[src/rtl/camera_dma_wr_if.sv]
// camera_dma_wr_if: AHB-Lite write-master signal bundle between the camera DMA and the system bus.
interface camera_dma_wr_if;
  logic [31:0] HADDR;
  logic [1:0]  HTRANS;
  logic        HWRITE;
  logic [2:0]  HSIZE;
  logic [2:0]  HBURST;
  logic [31:0] HWDATA;
  logic        HREADY;
  logic        HRESP;
  modport master (output HADDR, HTRANS, HWRITE, HSIZE, HBURST, HWDATA, input HREADY, HRESP);
  modport slave (input HADDR, HTRANS, HWRITE, HSIZE, HBURST, HWDATA, output HREADY, HRESP);
endinterface

[src/rtl/camera_dma_wr.sv]
// camera_dma_wr: pops 128-bit capture FIFO entries and writes each as an AHB-Lite INCR4 burst into a circular zone.
// Define CAMDMA_BYTESWAP_EN to byte-reverse every HWDATA word for big-endian consumers.
module camera_dma_wr #(
  parameter int FRMCNT_W = 8,
  parameter int ZONE_W = 20
) (
  input  logic                HCLK,
  input  logic                HReset_N,
  input  logic                DmaEn,
  input  logic [31:0]         ZoneBase,
  input  logic [ZONE_W-1:0]   ZoneSize,
  input  logic                i_FIFOEmpty,
  output logic                o_ReadEn,
  input  logic [127:0]        i_RdData,
  input  logic                i_ZONE_ReStart,
  camera_dma_wr_if.master     ahb,
  output logic [31:0]         o_WrPtr,
  output logic [FRMCNT_W-1:0] o_FrameCnt,
  output logic                o_BusErr,
  output logic                o_Busy
);
  typedef enum logic [1:0] {IDLE, ADDR, DLAST, ERR} state_t;
  localparam logic [1:0] T_IDLE = 2'b00, T_NONSEQ = 2'b10, T_SEQ = 2'b11;
  state_t st, stNext;
  logic [1:0] beat, beatNext, dataBeat, trans;
  logic [127:0] entryBuf;
  logic [ZONE_W-1:0] offset, zoneLen, nextOff;
  logic [31:0] zoneBase, word;
  logic dataPhase, pending, readEn, done, errNow, wrap, active;
  // Offsets are kept relative to the zone so the wrap test is independent of the base address.
  assign zoneBase = ZoneBase & ~32'hF;
  assign zoneLen = ((ZoneSize & ~ZONE_W'(15)) == '0) ? ZONE_W'(16) : (ZoneSize & ~ZONE_W'(15));
  assign nextOff = offset + ZONE_W'(16);
  assign wrap = nextOff == zoneLen;
  assign errNow = dataPhase & ahb.HRESP & ~ahb.HREADY;
  always_comb begin
    stNext = st;
    beatNext = beat;
    readEn = 1'b0;
    done = 1'b0;
    trans = T_IDLE;
    case (st)
      IDLE: begin
        if (!pending && DmaEn && !i_FIFOEmpty) begin
          readEn = 1'b1;
          stNext = ADDR;
          beatNext = 2'd0;
        end
      end
      ADDR: begin
        if (errNow) stNext = ERR;
        else begin
          trans = (beat == 2'd0) ? T_NONSEQ : T_SEQ;
          if (ahb.HREADY) begin
            beatNext = beat + 2'd1;
            stNext = (beat == 2'd3) ? DLAST : ADDR;
          end
        end
      end
      DLAST: begin
        if (errNow) stNext = ERR;
        else if (ahb.HREADY) begin
          done = 1'b1;
          stNext = IDLE;
        end
      end
      ERR: begin
        if (ahb.HREADY) begin
          done = 1'b1;
          stNext = IDLE;
        end
      end
      default: stNext = IDLE;
    endcase
  end
  always_ff @(posedge HCLK or negedge HReset_N) begin
    if (!HReset_N) begin
      st <= IDLE;
      beat <= '0;
      dataBeat <= '0;
      dataPhase <= 1'b0;
      entryBuf <= '0;
      o_WrPtr <= '0;
      offset <= '0;
      o_FrameCnt <= '0;
      o_BusErr <= 1'b0;
      pending <= 1'b0;
    end else begin
      st <= stNext;
      beat <= beatNext;
      if (readEn) entryBuf <= i_RdData;
      if (ahb.HREADY) begin
        dataPhase <= trans != T_IDLE;
        dataBeat <= beat;
      end
      o_BusErr <= (o_BusErr & DmaEn) | errNow;
      pending <= i_ZONE_ReStart | (pending & (st != IDLE));
      if (st == IDLE && pending) begin
        o_WrPtr <= zoneBase;
        offset <= '0;
        o_FrameCnt <= o_FrameCnt + FRMCNT_W'(1);
      end else if (done) begin
        o_WrPtr <= wrap ? zoneBase : o_WrPtr + 32'd16;
        offset <= wrap ? '0 : nextOff;
      end
    end
  end
  assign word = entryBuf[{dataBeat, 5'd0} +: 32];
  assign active = trans != T_IDLE;
  assign o_ReadEn = readEn & HReset_N;
  assign o_Busy = st != IDLE;
  assign ahb.HTRANS = trans;
  assign ahb.HADDR = o_WrPtr + {28'd0, beat, 2'b00};
  assign ahb.HWRITE = active;
  assign ahb.HSIZE = active ? 3'b010 : 3'b000;
  assign ahb.HBURST = active ? 3'b011 : 3'b000;
`ifdef CAMDMA_BYTESWAP_EN
  assign ahb.HWDATA = {word[7:0], word[15:8], word[23:16], word[31:24]};
`else
  assign ahb.HWDATA = word;
`endif
endmodule

[src/flat_wrapper.sv]
// flat-port wrapper written by rule: the top's interface ports become plain ports
module camera_dma_wr_flat 
#(
  parameter int FRMCNT_W = 8,
  parameter int ZONE_W = 20
)
  (HCLK, HReset_N, DmaEn, ZoneBase, ZoneSize, i_FIFOEmpty, o_ReadEn, i_RdData, i_ZONE_ReStart, o_WrPtr, o_FrameCnt, o_BusErr, o_Busy, ahb_HADDR, ahb_HTRANS, ahb_HWRITE, ahb_HSIZE, ahb_HBURST, ahb_HWDATA, ahb_HREADY, ahb_HRESP);
  camera_dma_wr_if ahb_i ();
  input  logic HCLK;
  input  logic HReset_N;
  input  logic DmaEn;
  input  logic [31:0] ZoneBase;
  input  logic [ZONE_W-1:0] ZoneSize;
  input  logic i_FIFOEmpty;
  output logic o_ReadEn;
  input  logic [127:0] i_RdData;
  input  logic i_ZONE_ReStart;
  output logic [31:0] o_WrPtr;
  output logic [FRMCNT_W-1:0] o_FrameCnt;
  output logic o_BusErr;
  output logic o_Busy;
  output wire logic [$bits(ahb_i.HADDR)-1:0] ahb_HADDR;
  output wire logic [$bits(ahb_i.HTRANS)-1:0] ahb_HTRANS;
  output wire logic [$bits(ahb_i.HWRITE)-1:0] ahb_HWRITE;
  output wire logic [$bits(ahb_i.HSIZE)-1:0] ahb_HSIZE;
  output wire logic [$bits(ahb_i.HBURST)-1:0] ahb_HBURST;
  output wire logic [$bits(ahb_i.HWDATA)-1:0] ahb_HWDATA;
  input wire logic [$bits(ahb_i.HREADY)-1:0] ahb_HREADY;
  input wire logic [$bits(ahb_i.HRESP)-1:0] ahb_HRESP;
  assign ahb_HADDR = ahb_i.HADDR;
  assign ahb_HTRANS = ahb_i.HTRANS;
  assign ahb_HWRITE = ahb_i.HWRITE;
  assign ahb_HSIZE = ahb_i.HSIZE;
  assign ahb_HBURST = ahb_i.HBURST;
  assign ahb_HWDATA = ahb_i.HWDATA;
  assign ahb_i.HREADY = ahb_HREADY;
  assign ahb_i.HRESP = ahb_HRESP;
  camera_dma_wr #(.FRMCNT_W(FRMCNT_W), .ZONE_W(ZONE_W)) u_core (.HCLK(HCLK), .HReset_N(HReset_N), .DmaEn(DmaEn), .ZoneBase(ZoneBase), .ZoneSize(ZoneSize), .i_FIFOEmpty(i_FIFOEmpty), .o_ReadEn(o_ReadEn), .i_RdData(i_RdData), .i_ZONE_ReStart(i_ZONE_ReStart), .ahb(ahb_i), .o_WrPtr(o_WrPtr), .o_FrameCnt(o_FrameCnt), .o_BusErr(o_BusErr), .o_Busy(o_Busy));
endmodule
[config.mk]
export PLATFORM = sky130hd
export DESIGN_NAME = camera_dma_wr_flat
export DESIGN_NICKNAME = d
export VERILOG_FILES = /design/src/rtl/camera_dma_wr_if.sv /design/src/rtl/camera_dma_wr.sv /design/src/flat_wrapper.sv
export SDC_FILE = /design/constraint.sdc
export NUM_CORES = 1
export LEC_CHECK = 0
export BUFFER_PORTS_ARGS = -buffer_cell sky130_fd_sc_hd__clkbuf_2
export CORE_ASPECT_RATIO = 0.5
export CORE_MARGIN = 5
export CORE_UTILIZATION = 30
export DETAILED_ROUTE_END_ITERATION = 7
export SLEW_MARGIN = 30
export SYNTH_ARGS = -nofsm -noshare
export SYNTH_HDL_FRONTEND = slang
export SYNTH_SLANG_ARGS = --single-unit
[constraint.sdc]
create_clock -name HCLK -period 2.8 [get_ports HCLK]
set_input_delay 0.84 -clock HCLK [delete_from_list [all_inputs] [get_ports HCLK]]
set_output_delay 0.84 -clock HCLK [all_outputs]
set_load 0.02 [all_outputs]
Word-level counts from Yosys, hierarchy flattened. Cells that the tools add are included.

Flip-flop bits (word level): 197. Output and inout bits: 116. Logic and storage cells: 75.

Add/sub/neg operators: 5. Equality and inequality tests: 9. Shift operators: 1. Multiplexer cells: 28. Bitwise logic cells: 8. Reductions and logical operators: 14.

Operators by type and width (number): indexed part select 128 x 8 -> 32 bit (1); two-way mux 32 bit (3); two-way mux 20 bit (4); adder 32 x 4 -> 32 bit (1); adder 32 x 5 -> 32 bit (second input constant) (1); two-way mux 2 bit (13); adder 20 x 5 -> 20 bit (second input constant) (1); equality test 20 bit (1); zero test 20 bit (1); adder 8 x 1 -> 8 bit (second input constant) (1); case mux 2 bit (4 select lines) (1); nonzero test 2 bit (4); equality test 2 bit (second input constant) (3); AND 1 bit (5); two-way mux 1 bit (5); zero test 2 bit (2); != test 2 bit (second input constant) (2); case mux 2 bit (2 select lines) (1); AND reduction 4 bit (1); logical AND 1 bit (3); != test 3 x 2 -> 1 bit (second input constant) (1); adder 2 x 1 -> 2 bit (second input constant) (1); equality test 2 x 1 -> 1 bit (second input constant) (1); zero test 1 bit (2); other kinds (5) (6).

Depth between registers and ports, before layout. Gate-level depths: netlist of run 1.

Depth in word-level cells: 6. Depth in mapped cells: 12. Gate-level depth less buffers: 9.

Worst setup path after synthesis of run 1. Ideal clock, no wire load.

Kind: input to register. From: input port ZoneSize[8]. To: register u_core.o_WrPtr[10]. Setup time: 0.120 ns. Arrival time: 2.891 ns. Required time: 2.680 ns. Setup slack: -0.211 ns. Stages: 9. Buffers on the path: 2. Cell sequence: or4_1 -> nor4_2 -> a211oi_1 -> nor4_2 -> and4b_1 -> buf_4 -> a21oi_4 -> buf_4 -> o211a_1.

Longest elaborated chain between the ends: 6.

RTL lines: from (decl) (line flat_wrapper.sv:13) `input logic [ZONE_W-1:0] ZoneSize;`; zero test 20 bit (line camera_dma_wr.sv:32) `assign zoneLen = ((ZoneSize & ~ZONE_W'(15)) == '0) ? ZONE_W'(16) : (ZoneSize & ~ZONE_W'(15));`; two-way mux 20 bit * (line camera_dma_wr.sv:32); equality test 20 bit * (line camera_dma_wr.sv:34) `assign wrap = nextOff == zoneLen;`; two-way mux 32 bit * (line camera_dma_wr.sv:103) `o_WrPtr <= wrap ? zoneBase : o_WrPtr + 32'd16;`; two-way mux 32 bit * (line camera_dma_wr.sv:102) `end else if (done) begin`; two-way mux 32 bit * (line camera_dma_wr.sv:98) `if (st == IDLE && pending) begin`; to (signal assigned) (line camera_dma_wr.sv:99) `o_WrPtr <= zoneBase;`; to (signal assigned) (line camera_dma_wr.sv:103); to (decl) (line camera_dma_wr.sv:17) `output logic [31:0] o_WrPtr,`.

Mark *: on every way between the ends. The rest lies on a longest branch, timed or not. The select of a mux whose other input is x is not followed. A chain may end at the register's enable or synchronous reset.

Worst setup path after layout of run 1.
From: input port ZoneSize[8]. To: register u_core.o_WrPtr[24].

The elaborated chain is that of the path after synthesis.

==> results.toml, run 1 <==
[global_routing]
met2_usage_pct = 30.61
met1_usage_pct = 17.83
grt_max_degree = 141
grt_pass1_vias = 8293
antenna_found_initial = 1
grt_use_met3_pct = 3.176
grt_pass1_wl_um = 45600
top_usage_layer = "met2"
overflow = 0
grt_use_total_pct = 15.96

[route]
vias = 7805
wl_per_cell_um = 19.03
routed_wl_um = 29840
route.detailed.drc = 0
drt-initial-drc-count = 516
drtAntennaViolNets = 0
first_pass_iters = 5
vias_per_cell = 4.978

[critical_path]
r2r_cells = 9
cp_slowest_cell = "or4_4"
critPathMaxFanout = 7
cp_data_required_time_ns = 3.16
cpMostUsedCell = "buf_6"
cp-start-kind = "input port"
worst-setup-path-type = "in -> reg"
max_stage_delay_ns = 0.53
endpoint_kind = "flop"
path_cells = "buf_6 > or4_4 > nor4_4 > a311oi_1 > buf_4 > and4b_4 > a21oi_4 > buf_6 > nor2_2 > a211oi_2"
crit_arrival_ns = 3.15

[clock_tree]
insertion_delay_ns = 0.45
postCtsHoldBufs = 0
clock_sinks = 189
htreeDepth = 4
cts_tree = "built"
clockBufferDepth = 2
cts_root_buffer = "clkbuf_16"
cts-buffers-inserted = 17
clk_pin_slew_ns = 0.07

[pwr]
finalPower_mw = 13.80
leakage_nw = 5.934
ir_worst_vdd_v = 0.0004715
p_per_area_mw_per_mm2 = 1058

[logic_synthesis]
yosys_most_used_dff = "dfrtp_1"
ys_ff_latch = 189
synth_top_area_cell = "dfrtp_1"
postSynthCellCount = 817
synth.top_cells.by_area = "dfrtp_1, mux2_2, mux4_2"
postSynth.asyncResetShare_pct = 100.0
synth_cell_types = 72
avgSynthCellArea_um2 = 11.88
synth.most_common_cell = "dfrtp_1"
syn_area_mm2 = 0.009708
ys_warn_count = 0
synth.top_cell.area_share_pct = 48.72
seq_area_frac_synth_pct = 48.72
synthTopCellsByCount = "dfrtp_1, mux2_2, clkbuf_1"
synth_edf_count = 0

[floorplan]
io_pins = 303
die_h_um = 137.2
core_area_mm2 = 0.03177
initial_core_util_pct = 30.56
die-area_mm2 = 0.03628
rows = 46
die-width_um = 264.4

[sta]
worstMarginPinSlew_ns = 0.7729
maxSlewHeadroom_pct = 48.48
maxSlewViolCount = 0
max_freq_mhz = 357.9
rsz0062_at_grt = "yes"
finalCriticalPeriod_ns = 2.794
fin_crit_sh_pct = 99.80
hold_viol = 0
hold_slack_ns = 0.5015
skew_ns = 0.01200
setup_viol = 0

[min_path]
hp-class = "reg -> reg"
hold_depth = 1

[placement]
hpwl_um = 21740
portBuffers = 285
place_area_mm2 = 0.01200
place.gp.congestion = 0.8339

[job]
cap_violations = 0

[cells_and_area]
drive_gt1_share_pct = 55.77
final_cell_area_mm2 = 0.01304
syn_to_final_growth_pct = 34.30
fillers = 3054
utilization_pct = 41.04
final_nets = 1314

[run_status]
status = "completed"
==> power breakdown <==
group / total, mW / leakage, nW / switching [mW] / internal [mW]
combinational: 6.40 / 3.33 / 3.44 / 2.96
sequential: 4.86 / 2.32 / 0.921 / 3.94
clock: 2.54 / 0.284 / 1.17 / 1.37
total: 13.8 / 5.93 / 5.53 / 8.27
==> through the flow <==
stage               setup TNS, ns  cells  setup WS [ns]
floorplan                 -0.8811    825       -0.07434
global placement           -17.52   1522        -0.5150
detailed placement         -19.09   1522        -0.5783
CTS                             0   1557      0.0006610
global route              -0.2258   1568       -0.04545
finish                          0   1568       0.005737
==> what timing repair did <==
action / in CTS / in global routing
pin swaps: 4 / 21
gates resized for setup: 6 / 56
gates cloned: 1 / 3
setup buffers: 2 / 7
setup endpoints to repair: 28 / 49
==> flip-flops by register name (all words and copies together), names as in the netlist <==
name,cells
u_core.entryBuf,128
u_core.o_WrPtr,28
u_core.offset,16
u_core.o_FrameCnt,8
u_core.beat,2
u_core.dataBeat,2
u_core.st,2
u_core.dataPhase,1
u_core.o_BusErr,1
u_core.pending,1
==> cell usage in the layout (no fill, tap or decap), types with 9 or more instances in the layout <==
cell       count
mux4_2        32
buf_6         16
or3_1         11
inv_1         10
a21oi_2        9
xnor2_1       13
mux2_2       131
clkbuf_16     19
nor3_1        15
dfrtp_1      187
clkbuf_2     283
xor2_1        10
and3_1        11
nor2_1        39
nand2_1       45
conb_1         9
buf_4         56
o21ai_0       16
nand3_1       14
a21oi_1       17
a31oi_1       23
==> worst max-delay path, delay by kind of cell <==
kind / cells / cell delay (ns)
AND/OR/NAND/NOR: 4 / 1.15
buffers and inverters: 3 / 0.45
AO/OA/AOI/OAI: 3 / 0.70
==> worst paths after layout <==
kind,start,end,slack [ns]
setup / recovery,ZoneSize[8],u_core.o_WrPtr[24],0.006
hold / removal,u_core.o_FrameCnt[6],u_core.o_FrameCnt[6],0.50
setup reg to reg,u_core.offset[15],u_core.o_WrPtr[16],0.06
hold reg to reg,u_core.o_FrameCnt[6],u_core.o_FrameCnt[6],0.50
max in group asynchronous,HReset_N,u_core.entryBuf[41],1.62
min in group asynchronous,HReset_N,u_core.entryBuf[116],0.60
==> cells by family (layout without fill, tap and decap cells) <==
kind of cell,count (synthesis),after routing,synth area share (%)
simple gates,201,201,11.25
flops,189,189,48.72
mux,166,166,22.94
compound gates,130,131,9.331
buf+inv,100,409,4.820
xor+xnor,25,25,2.255
fa+ha+maj,5,5,0.6444
other cells,1,10,0.03863
==> final cells by class <==
cell class | instances | area [um^2] | share of cell area, %
Multi-Input combinational cell | 537 | 4873 | 37.38
Sequential cell | 189 | 4732 | 36.30
Timing Repair Buffer | 367 | 2248 | 17.25
Tap cell | 432 | 540.5 | 4.146
Clock buffer | 20 | 446.7 | 3.426
Clock inverter | 12 | 156.4 | 1.200
Inverter | 10 | 37.54 | 0.2879
Antenna cell | 1 | 2.502 | 0.01919
==> per-layer routing <==
layer  wire length, um  vias up
li1                  -     3599
met1             11470     3956
met2             16580      205
met3              1152       45
met4               635        0
met5                 0        -
No activity file was read; power rests on OpenSTA's default activity.
==> run 2: changes to the inputs <==
CELL_PAD_IN_SITES_DETAIL_PLACEMENT = 1   (was unset)
CELL_PAD_IN_SITES_GLOBAL_PLACEMENT = 1   (was unset)
PLACE_DENSITY_LB_ADDON = 0.1   (was unset)
==> run 2 against run 1 <==
- first-iteration DRC count is 43% lower
- routed wire length is 6.6% higher
- maximum frequency is 0.49% higher
- global-route usage is 1.4 points higher
- sequential power hardly changed
- register-to-register slack hardly changed
- utilization stayed put
- clock power is 2% lower
- sequential share of layout area hardly changed
==> results.toml, run 2 (synthesis results as in run 1) <==
[pwr]
ir_worst_vdd_v = 0.0005008
p_per_area_mw_per_mm2 = 1051
p_int_mw = 8.173
leakage_nw = 6.028
power.share.switching_pct = 40.37
p_clk_share_pct = 18.1
power_frac_comb_pct = 46.7
switchingPower_mw = 5.532
pwr-share-seq_pct = 35.2
finalPower_mw = 13.71

[sta]
maxSlewViolCount = 0
max_freq_mhz = 359.6
fin_crit_sh_pct = 99.31
finalCriticalPeriod_ns = 2.781
hold_viol = 0
setup_viol = 0
rsz0062_at_grt = "yes"
skew_ns = 0.01385
worstMarginPinSlew_ns = 0.7357
maxSlewHeadroom_pct = 50.95

[global_routing]
top_usage_layer = "met2"
met2_usage_pct = 31.91
grt_use_total_pct = 17.32
antenna_found_initial = 0
grt_use_met3_pct = 3.266
grt_pass1_wl_um = 49030
met1_usage_pct = 21.34
overflow = 0
grt_max_degree = 121
grt_pass1_vias = 8465

[cells_and_area]
top_register = "u_core.entryBuf"
final_nets = 1327
drive_gt1_share_pct = 55.36
largest_registers = "u_core.entryBuf: 128 flops, u_core.o_WrPtr: 28 flops, u_core.offset: 16 flops"
diodes = 0
mostFrequentLayoutCells = "clkbuf_2, dfrtp_1, mux2_2"
syn_to_final_growth_pct = 34.30
fillers = 3546
final_common_cell = "clkbuf_2"
largest_reg_flops = 128
utilization_pct = 41.04

[route]
vias_per_cell = 4.897
drt-initial-drc-count = 296
routed_wl_um = 31810
vias = 7733
wl_per_cell_um = 20.14
first_pass_iters = 4
drtAntennaViolNets = 0
route.detailed.drc = 0

[clock_tree]
insertion_delay_ns = 0.45
cts_root_buffer = "clkbuf_16"
clock_sinks = 189
htreeDepth = 4
clk_pin_slew_ns = 0.08
clockBufferDepth = 2
cts-buffers-inserted = 17
cts_tree = "built"
postCtsHoldBufs = 0

[floorplan]
die-area_mm2 = 0.03628
die-width_um = 264.4
die_h_um = 137.2
core_area_mm2 = 0.03177
initial_core_util_pct = 30.56
rows = 46
io_pins = 303

[critical_path]
cp_data_required_time_ns = 3.15
cp-start-kind = "input port"
worst-setup-path-type = "in -> reg"
critPathMaxFanout = 6
crit_arrival_ns = 3.14
path_cells = "buf_6 > or4_4 > nor4_4 > a311oi_2 > buf_4 > and4b_2 > a21oi_4 > buf_4 > nor2_1 > a311oi_2"
cp_slowest_cell = "or4_4"
r2r_setup_slack_ns = 0.06
max_stage_delay_ns = 0.54
endpoint_kind = "flop"

[run_status]
status = "completed"

[placement]
hpwl_um = 23420
place.gp.congestion = 0.7954
portBuffers = 285

[min_path]
hp-class = "in -> async"

[job]
cap_violations = 0
run 2: power groups by stage:
stage | clock [mW] | combinational (mW) | sequential [mW]
detailed placement | 0 | 6.28 | 4.88
finish | 2.48 | 6.40 | 4.83
global placement | 0 | 6.17 | 4.78
global route | 2.69 | 6.89 | 5.00
floorplan | 0 | 4.11 | 4.83
CTS | 2.59 | 6.33 | 4.83
run 2: timing repair:
item,CTS,global route
setup endpoints to repair,42,61
setup buffers,4,12
pin swaps,5,9
endpoints found under the hold margin,0,0
gates resized for setup,10,27
cloned,1,3
run 2: final cells by class:
cell class | count | area, um^2 | area share [%]
clock buffer | 17 | 425.4 | 3.263
multi-input combinational | 536 | 4785 | 36.70
tap | 432 | 540.5 | 4.146
clock inverter | 14 | 150.1 | 1.152
timing repair buffer | 381 | 2365 | 18.14
inverter | 10 | 37.54 | 0.2879
sequential | 189 | 4735 | 36.31
run 2: stage by stage:
stage | setup WS (ns) | hold slack, ns | setup TNS [ns] | cell area (um^2) | cells
final | 0.01943 | 0.4482 | 0 | 13040 | 1579
after global routing | -0.06200 | 0.4498 | -0.6310 | 13040 | 1579
after CTS | 0.001292 | 0.4317 | 0 | 12740 | 1564
after detailed placement | -0.5422 | 0.4730 | -19.60 | 12080 | 1528
after global placement | -0.5335 | 0.4624 | -19.23 | 12080 | 1528
after floorplan | -0.07434 | 0.4739 | -0.8811 | 9838 | 825
run 2: final timing paths:
check / start / end / cells after the start
worst max-delay path: ZoneSize[8] / u_core.o_WrPtr[11] / 10
worst min-delay path: HReset_N / u_core.entryBuf[80] / 2
worst max register to register: u_core.offset[10] / u_core.o_WrPtr[14] / 9
worst min register to register: u_core.o_FrameCnt[7] / u_core.o_FrameCnt[7] / 1
max in group asynchronous: HReset_N / u_core.o_WrPtr[7] / 3
min in group HCLK: u_core.o_FrameCnt[7] / u_core.o_FrameCnt[7] / 1
run 2: critical path, delay by kind of cell:
family	cells	cell delay [ns]
AO/OA/AOI/OAI	3	0.60
buffers and inverters	3	0.47
AND/OR/NAND/NOR	4	1.22
run 2: per-layer routing:
layer,vias to the layer above,part of all wire [%],routed length (um)
li1,3607,-,-
met1,4011,42,13500
met2,96,54,17060
met3,19,2.7,852
met4,0,1.2,390
met5,-,0,0
==> run 3: changes to the inputs <==
CORE_MARGIN = unset   (was 5)
CORE_UTILIZATION = 25   (was 30)
SETUP_SLACK_MARGIN = 0.15   (was unset)
==> run 3 against run 2 <==
- maximum frequency shrank 0.60%
- die area grew 9.4%
- sequential power grew 0.8%
- combinational power grew 12%
- critical endpoint is now u_core.o_WrPtr[10]
- largest power group unchanged
==> results.toml, run 3 (synthesis results as in run 1) <==
[global_routing]
grt_pass1_vias = 8510
overflow = 0
antenna_found_initial = 1
grt_max_degree = 153
grt_use_total_pct = 16.33
grt_pass1_wl_um = 49690

[floorplan]
die_h_um = 141.3
core_area_mm2 = 0.03785
die-width_um = 280.7
rows = 50
die-area_mm2 = 0.03967
io_pins = 303
initial_core_util_pct = 25.65

[pwr]
finalPower_mw = 14.51
leakage_nw = 6.184
ir_worst_vdd_v = 0.0003808
pwr-share-seq_pct = 33.6
p_clk_share_pct = 17.1
switchingPower_mw = 5.677
power.share.switching_pct = 39.13
p_int_mw = 8.831
power_frac_comb_pct = 49.3
p_per_area_mw_per_mm2 = 1063

[critical_path]
critPathMaxFanout = 6
worst-path-stages = 10
endpoint_kind = "flop"
crit_arrival_ns = 3.13
cp_top_family = "simple AND/OR/NAND/NOR gates"
cpMostUsedCell = "nor4_4"
max_stage_delay_ns = 0.53
path_cells = "buf_6 > or4_4 > nor4_4 > a211oi_2 > nor4_4 > and4b_4 > a21oi_4 > buf_4 > clkbuf_16 > o211a_1"
path_buf_inv = 3
worst-setup-path-type = "in -> reg"
cp_data_required_time_ns = 3.13
r2r_cells = 11
cp-start-kind = "input port"
cp_slowest_cell = "or4_4"

[route]
first_pass_iters = 4
drt-initial-drc-count = 301
wl_per_cell_um = 19.31
routed_wl_um = 32390
drtAntennaViolNets = 0
route.detailed.drc = 0
vias = 7762
vias_per_cell = 4.629

[cells_and_area]
syn_to_final_growth_pct = 40.62
multi_input_area_mm2 = 0.004907
largest_reg_flops = 128
fillers = 4155
seq_area_mm2 = 0.004732
final_common_cell = "clkbuf_2"
drive_gt1_share_pct = 57.09
final_nets = 1335
top_register = "u_core.entryBuf"
mostFrequentLayoutCells = "clkbuf_2, dfrtp_1, mux2_2"
largest_registers = "u_core.entryBuf: 128 flops, u_core.o_WrPtr: 28 flops, u_core.offset: 16 flops"

[job]
cap_violations = 0

[sta]
worstMarginPinSlew_ns = 0.8728
skew_ns = 0.01542
max_freq_mhz = 357.5
maxSlewViolCount = 0
maxSlewHeadroom_pct = 41.81
setup_viol = 0
rsz0062_at_grt = "yes"
finalCriticalPeriod_ns = 2.797
fin_crit_sh_pct = 99.90
hold_slack_ns = 0.4792
hold_viol = 0

[placement]
place.gp.congestion = 0.7891
hpwl_um = 23120
portBuffers = 285

[clock_tree]
clk_pin_slew_ns = 0.08
cts-buffers-inserted = 17
cts_tree = "built"
clock_sinks = 189
cts_root_buffer = "clkbuf_16"
postCtsHoldBufs = 0
insertion_delay_ns = 0.44
clockBufferDepth = 2
htreeDepth = 4

[min_path]
hp-class = "reg -> reg"
hold_depth = 1

[run_status]
status = "completed"
## run 3: power by group through the flow
stage          logic (mW)  registers, mW  clock network (mW)
6_report             7.16           4.87                2.47
5_1_grt              7.71           5.06                2.68
4_1_cts              6.38           4.86                2.57
3_5_place_dp         6.24           4.92                   0
3_3_place_gp         6.15           4.83                   0
2_1_floorplan        4.10           4.83                   0
## run 3: worst paths after layout
kind	startpoint	to	slack, ns
setup / recovery	ZoneSize[18]	u_core.o_WrPtr[10]	0.003
min in group asynchronous	HReset_N	u_core.offset[19]	0.56
setup reg to reg	u_core.offset[5]	u_core.o_WrPtr[10]	0.03
max in group asynchronous	HReset_N	u_core.entryBuf[38]	1.54
hold / removal	u_core.o_FrameCnt[7]	u_core.o_FrameCnt[7]	0.48
hold reg to reg	u_core.o_FrameCnt[7]	u_core.o_FrameCnt[7]	0.48
## run 3: worst register-to-register path, delay by kind of cell (launching register included)
kind / cells / cell delay, ns
buffers and inverters: 3 / 0.44
and+or+nand+nor: 2 / 0.71
adders and majority gates: 1 / 0.20
DFF: 1 / 0.41
AOI/OAI and AO/OA: 4 / 0.74
xor gates and xnor gates: 1 / 0.16
## run 3: final cells by class
| cell class | instances | share of cell area [%] |
|---|---|---|
| tap | 520 | 4.766 |
| antenna | 1 | 0.01833 |
| clock inverter | 12 | 0.8982 |
| inverter | 10 | 0.2750 |
| timing repair buffer | 389 | 20.02 |
| multi-input combinational | 536 | 35.95 |
| clock buffer | 20 | 3.419 |
| sequential | 189 | 34.66 |
## run 3: repair_timing
action	CTS	global route
pin swaps	16	25
cloned	2	5
endpoints found under the setup margin	72	77
setup buffers	10	8
gates resized for setup	33	156
## run 3: metal layers
layer	up-vias	track usage, %	share of wire (%)
li1	3627	-	-
met1	4013	19.54	42
met2	106	30.25	54
met3	16	3.277	3.1
met4	0	3.365	0.94
met5	-	0	0
## run 3: through the flow
step           TNS, ns  util, %  area, um^2  setup slack [ns]  std cells
6_report             0    36.07       13650          0.002676       1677
3_3_place_gp    -18.15    32.14       12170           -0.5058       1619
3_5_place_dp    -18.73    32.15       12170           -0.5417       1619
2_1_floorplan  -0.9923        -        9819          -0.05076        825
5_1_grt        -0.9889    36.07       13650          -0.07854       1677
4_1_cts              0    34.48       13050           0.04247       1663
